`src/rtl/be_block_streamer.sv`:
```
// ---------------------------------------------------------------------------
// be_block_streamer
//
// Converts 128-bit big-endian blocks into a stream of 32-bit little-endian
// words. Stream byte 0 of a block is block[127:120]; each output word carries
// four consecutive stream bytes with the earliest byte in word[7:0].
// A 2-entry block buffer decouples the upstream block interface from the
// downstream word interface and allows 1 word/cycle across block boundaries.
//
// Ports
//   clk           rising-edge clock
//   rst_n         asynchronous active-low reset
//   block_valid   upstream block present
//   block_ready   buffer has a free entry (count != 2)
//   block         128-bit BE data block
//   block_last    block ends a message
//   block_nbytes  valid bytes in a last block (1..16, 0 means 16)
//   word_valid    output word present (count != 0)
//   word_ready    downstream accepts word
//   word          32-bit LE output word
//   word_keep     byte enables for word
//   word_last     final word of a message
//   empty         no buffered block and no pending word
// ---------------------------------------------------------------------------
module be_block_streamer (
    input  logic         clk,
    input  logic         rst_n,
    input  logic         block_valid,
    output logic         block_ready,
    input  logic [127:0] block,
    input  logic         block_last,
    input  logic [4:0]   block_nbytes,
    output logic         word_valid,
    input  logic         word_ready,
    output logic [31:0]  word,
    output logic [3:0]   word_keep,
    output logic         word_last,
    output logic         empty
);

    // Block buffer storage; contents are qualified by count, so no reset.
    logic [127:0] buf_data_reg   [2];
    logic         buf_last_reg   [2];
    logic [4:0]   buf_nbytes_reg [2];

    logic       wr_ptr_reg, wr_ptr_next;
    logic       rd_ptr_reg, rd_ptr_next;
    logic [1:0] count_reg,  count_next;
    logic [1:0] idx_reg,    idx_next;

    logic [127:0] rd_data;
    logic         rd_last;
    logic [4:0]   rd_nbytes;
    logic [4:0]   nb_eff;
    logic [1:0]   final_idx;
    logic         at_final;
    logic [31:0]  seg;
    logic         wr_en;
    logic         rd_en;
    logic         retire;

    // Handshake status comes straight from registered occupancy.
    assign block_ready = (count_reg != 2'd2);
    assign word_valid  = (count_reg != 2'd0);
    assign empty       = (count_reg == 2'd0);

    assign rd_data   = buf_data_reg[rd_ptr_reg];
    assign rd_last   = buf_last_reg[rd_ptr_reg];
    assign rd_nbytes = buf_nbytes_reg[rd_ptr_reg];

    assign wr_en  = block_valid & block_ready;
    assign rd_en  = word_valid & word_ready;
    assign retire = rd_en & at_final;

    // Effective byte count of the entry at the read pointer: zero (and any
    // out-of-range value) means a full block.
    always_comb begin
        nb_eff = rd_nbytes;
        if ((rd_nbytes == 5'd0) || (rd_nbytes > 5'd16)) begin
            nb_eff = 5'd16;
        end
    end

    // Index of the last word the entry produces: ceil(nb_eff/4) - 1.
    always_comb begin
        final_idx = 2'd3;
        if (rd_last) begin
            if (nb_eff > 5'd12) begin
                final_idx = 2'd3;
            end else if (nb_eff > 5'd8) begin
                final_idx = 2'd2;
            end else if (nb_eff > 5'd4) begin
                final_idx = 2'd1;
            end else begin
                final_idx = 2'd0;
            end
        end
    end

    assign at_final = (idx_reg == final_idx);

    // Select the 32-bit big-endian segment addressed by idx.
    always_comb begin
        seg = rd_data[127:96];
        case (idx_reg)
            2'd0:    seg = rd_data[127:96];
            2'd1:    seg = rd_data[95:64];
            2'd2:    seg = rd_data[63:32];
            default: seg = rd_data[31:0];
        endcase
    end

    // Byte swap: the earliest stream byte (segment MSB) lands in word[7:0].
    genvar gi;
    generate
        for (gi = 0; gi < 4; gi++) begin : g_swap
            assign word[8*gi +: 8] = seg[(31 - 8*gi) -: 8];
        end
    endgenerate

    // word_last is gated by word_valid so reset state reads 0 regardless of
    // the unreset buffer contents. Bytes past nbytes are not masked.
    assign word_last = word_valid & rd_last & at_final;

    always_comb begin
        word_keep = 4'b1111;
        if (word_last) begin
            case (nb_eff[1:0])
                2'd1:    word_keep = 4'b0001;
                2'd2:    word_keep = 4'b0011;
                2'd3:    word_keep = 4'b0111;
                default: word_keep = 4'b1111;
            endcase
        end
    end

    always_comb begin
        wr_ptr_next = wr_en  ? ~wr_ptr_reg : wr_ptr_reg;
        rd_ptr_next = retire ? ~rd_ptr_reg : rd_ptr_reg;

        count_next = count_reg;
        case ({wr_en, retire})
            2'b10:   count_next = count_reg + 2'd1;
            2'b01:   count_next = count_reg - 2'd1;
            default: count_next = count_reg;
        endcase

        idx_next = idx_reg;
        if (rd_en) begin
            idx_next = at_final ? 2'd0 : (idx_reg + 2'd1);
        end
    end

    always_ff @(posedge clk or negedge rst_n) begin
        if (!rst_n) begin
            wr_ptr_reg <= 1'b0;
            rd_ptr_reg <= 1'b0;
            count_reg  <= 2'd0;
            idx_reg    <= 2'd0;
        end else begin
            wr_ptr_reg <= wr_ptr_next;
            rd_ptr_reg <= rd_ptr_next;
            count_reg  <= count_next;
            idx_reg    <= idx_next;
        end
    end

    always_ff @(posedge clk) begin
        if (wr_en) begin
            buf_data_reg[wr_ptr_reg]   <= block;
            buf_last_reg[wr_ptr_reg]   <= block_last;
            buf_nbytes_reg[wr_ptr_reg] <= block_nbytes;
        end
    end

endmodule

```
`config.mk`:
```
export PLATFORM = sky130hd
export DESIGN_NAME = be_block_streamer
export DESIGN_NICKNAME = d
export VERILOG_FILES = /design/src/rtl/be_block_streamer.sv
export SDC_FILE = /design/constraint.sdc
export NUM_CORES = 1
export LEC_CHECK = 0
export BUFFER_PORTS_ARGS = -buffer_cell sky130_fd_sc_hd__buf_4
export CORE_ASPECT_RATIO = 0.75
export CORE_MARGIN = 10
export CORE_UTILIZATION = 43
export DETAILED_ROUTE_END_ITERATION = 6
export PLACE_DENSITY = 0.63
export REMOVE_ABC_BUFFERS = 1
export SLEW_MARGIN = 10
export SYNTH_ARGS = -nofsm -noshare
export SYNTH_HDL_FRONTEND = slang
export SYNTH_SLANG_ARGS = --single-unit
```
`constraint.sdc`:
```
create_clock -name clk -period 17.7 [get_ports clk]
set_input_delay 2.655 -clock clk [delete_from_list [all_inputs] [get_ports clk]]
set_output_delay 2.655 -clock clk [all_outputs]
set_load 0.05 [all_outputs]
```
==> flow_summary_export.csv <==
group,metric,value,unit
outcome,status,"complete, no violations",
routing,first_pass_iters,6,
hold_path,hp-class,"reg2reg",
timing,setup_violations,0,
critical_path,worstSetupPathType,"reg2out",
synth,synth_edf_count,268,
global_routing,overflow,0,
synth,ys_ff_latch,274,
clock_network,clk_pin_slew,0.06,ns
timing,worstMarginPinSlew,1.08,ns
timing,hold_violations,0,
die,rows,49,
pwr,ir_drop,0.137,mV
die,die_area,31100,um^2
synth,syn_inst,536,
timing,max_freq,149,MHz
cells_and_area,nNetsFinal,864,
clock_network,cts_hold_buf,0,
cells_and_area,drive_gt1_share,37.0,%
clock_network,cts-buffers-inserted,28,
timing,report.final.slew_viol_count,0,
synth,synth.distinct_cells,40,
critical_path,cp-end-kind,"output pin",
cells_and_area,area_growth_syn_to_layout,24.9,%
clock_network,cts_setup_buffers,0,
pwr,power_leakage,4.89,nW
global_routing,grt_pass1_vias,6254,
flow_run,cap_violations,0,
die,io-pin-count,178,
synth,synth.most_common_cell,"edfxtp_1",
timing,fin_crit_sh,38.0,%
synth,synth_top_area_share,76.8,%
routing,num_vias,5765,
critical_path,cp.required,15.05,ns
global_routing,grt_pass1_wl,35700,um
synth,yosysWarnings,0,
clock_network,htreeDepth,1,
critical_path,cp.arrival,4.07,ns
die,initial_core_util,43.7,%
routing,drt-initial-drc-count,506,
routing,drc_errors,0,
critical_path,start_kind,"flop",
placement,place_hpwl,14900,um
pwr,p_per_area,193,nW/um^2
clock_network,root_buffer,"clkbuf_16",
cells_and_area,largest_reg_flops,256,
timing,period_minus_slack,6.73,ns
routing,post_drt_wl_per_cell,22.1,um
placement,portBuffers,176,
die,die_w,200,um
clock_network,cts_resized,0,
routing,vias_per_cell,5.39,
routing,antenna_left,0,
synth,synth_commonest_cells,"edfxtp_1, inv_1, a222oi_1",
die,core_area,24000,um^2
clock_network,cts_max_path_buffers,3,
timing,setup_ws,10.97,ns
synth,async_flop_share,2.19,%
clock_network,cts_tree,"done",
placement,dpl_worst_slack,11.48,ns
synth,syn-cell-area,10500,um^2
global_routing,gr-usage-all-layers,14.5,%
global_routing,grt_max_degree,80,
clock_network,cts_sinks,274,
global_routing,antenna_found_initial,1,
synth,ys_seq_area_share,78.2,%
clock_network,insertion_delay,0.52,ns
die,fp.dieH,155,um
routing,drt_wl_total,23600,um
synth,avgSynthCellArea,19.5,um^2
timing,tns,0,ns
timing,fin_worst_skew,0.00954,ns
timing,slew_headroom,28.2,%
synth,synthFlopType,"edfxtp_1",
synth,synth_top_area_cell,"edfxtp_1",
synth,synth_area_leaders,"edfxtp_1, mux4_2, a222oi_1",
critical_path,cp_max_fo,48,
timing,rsz0062_at_grt,"false",
placement,gp_congestion,0.765,
[per-layer routing]
metal	GRT usage [%]	share of wire, %	routed length, um	vias up
li1	-	-	-	2574
met1	19.0	43	10200	2933
met2	24.1	48	11200	229
met3	3.55	7.3	1730	29
met4	3.45	1.9	458	0
met5	0	0	0	-
[power by group]
group	total, mW	switching, mW	internal (mW)
combinational	0.972	0.630	0.342
clock	0.587	0.232	0.355
sequential	0.963	0.0727	0.891
total	2.52	0.935	1.59
[cell usage in the layout, fill, tap and decap left out, types with 2 or more instances in the layout]
cell	instances
edfxtp_1	268
buf_4	182
inv_1	70
a222oi_1	64
mux4_2	32
clkbuf_16	29
clkinv_2	8
nand2_1	7
nor2_1	5
clkinv_1	5
dfrtp_1	5
o21ai_0	4
ha_1	4
ha_2	4
bufinv_16	4
nand2b_1	3
nand3b_1	3
mux2i_1	3
mux2_2	3
nand3_1	3
xnor2_1	3
nor3_1	2
and2_1	2
xor2_1	2
clkbuf_1	2
[logic make-up after synthesis]
logic type / share of synthesized area [%]
mux: 7.63
buf+inv: 3.76
compound gates: 7.19
other cells: 0.0358
simple gates: 1.78
fa+ha+maj: 0.955
xor+xnor: 0.418
flops: 78.2
[layout make-up]
class | instances | area [um^2]
inverters | 70 | 263
fillers | 1861 | 10900
clock inverters | 19 | 195
flip-flops and latches | 274 | 8200
clock buffers | 31 | 733
repair buffers | 182 | 1370
diodes | 1 | 2.50
well taps | 331 | 414
multi-input cells | 162 | 1910
[path summary, 6_finish.rpt]
path,from,to,slack (ns),cells after the start
max,rd_ptr_reg$_DFFE_PN0P_,word_last,10.97,11
min reg2reg,count_reg[1]$_DFFE_PN0P_,count_reg[1]$_DFFE_PN0P_,0.52,1
max in group asynchronous,rst_n,rd_ptr_reg$_DFFE_PN0P_,15.64,1
min,count_reg[1]$_DFFE_PN0P_,count_reg[1]$_DFFE_PN0P_,0.52,1
min in group asynchronous,rst_n,idx_reg[0]$_DFFE_PN0P_,1.93,1
max reg2reg,rd_ptr_reg$_DFFE_PN0P_,count_reg[1]$_DFFE_PN0P_,13.83,12
[per-stage QoR]
stage	std cells	util [%]	area, um^2	hold slack, ns	total power [mW]
after floorplan	506	-	10300	0.461	1.68
after global placement	1019	50.7	12200	0.480	1.94
after detailed placement	1019	50.7	12200	0.498	1.96
after CTS	1069	54.6	13100	0.507	2.55
after global routing	1070	54.6	13100	0.516	2.65
final	1070	54.6	13100	0.516	2.52
[critical path, cell delays in order (launching register included)]
cell and delay, ns:
dfrtp_4 1.02, nor3b_2 0.37, o22ai_1 0.13, ha_1 0.32, inv_1 0.16, nand2_1 0.10, ha_1 0.24, o311ai_4 0.34
mux2i_1 0.35, nand2_1 0.15, and2_1 0.16, buf_4 0.18
(Power assumes the default switching activity.)
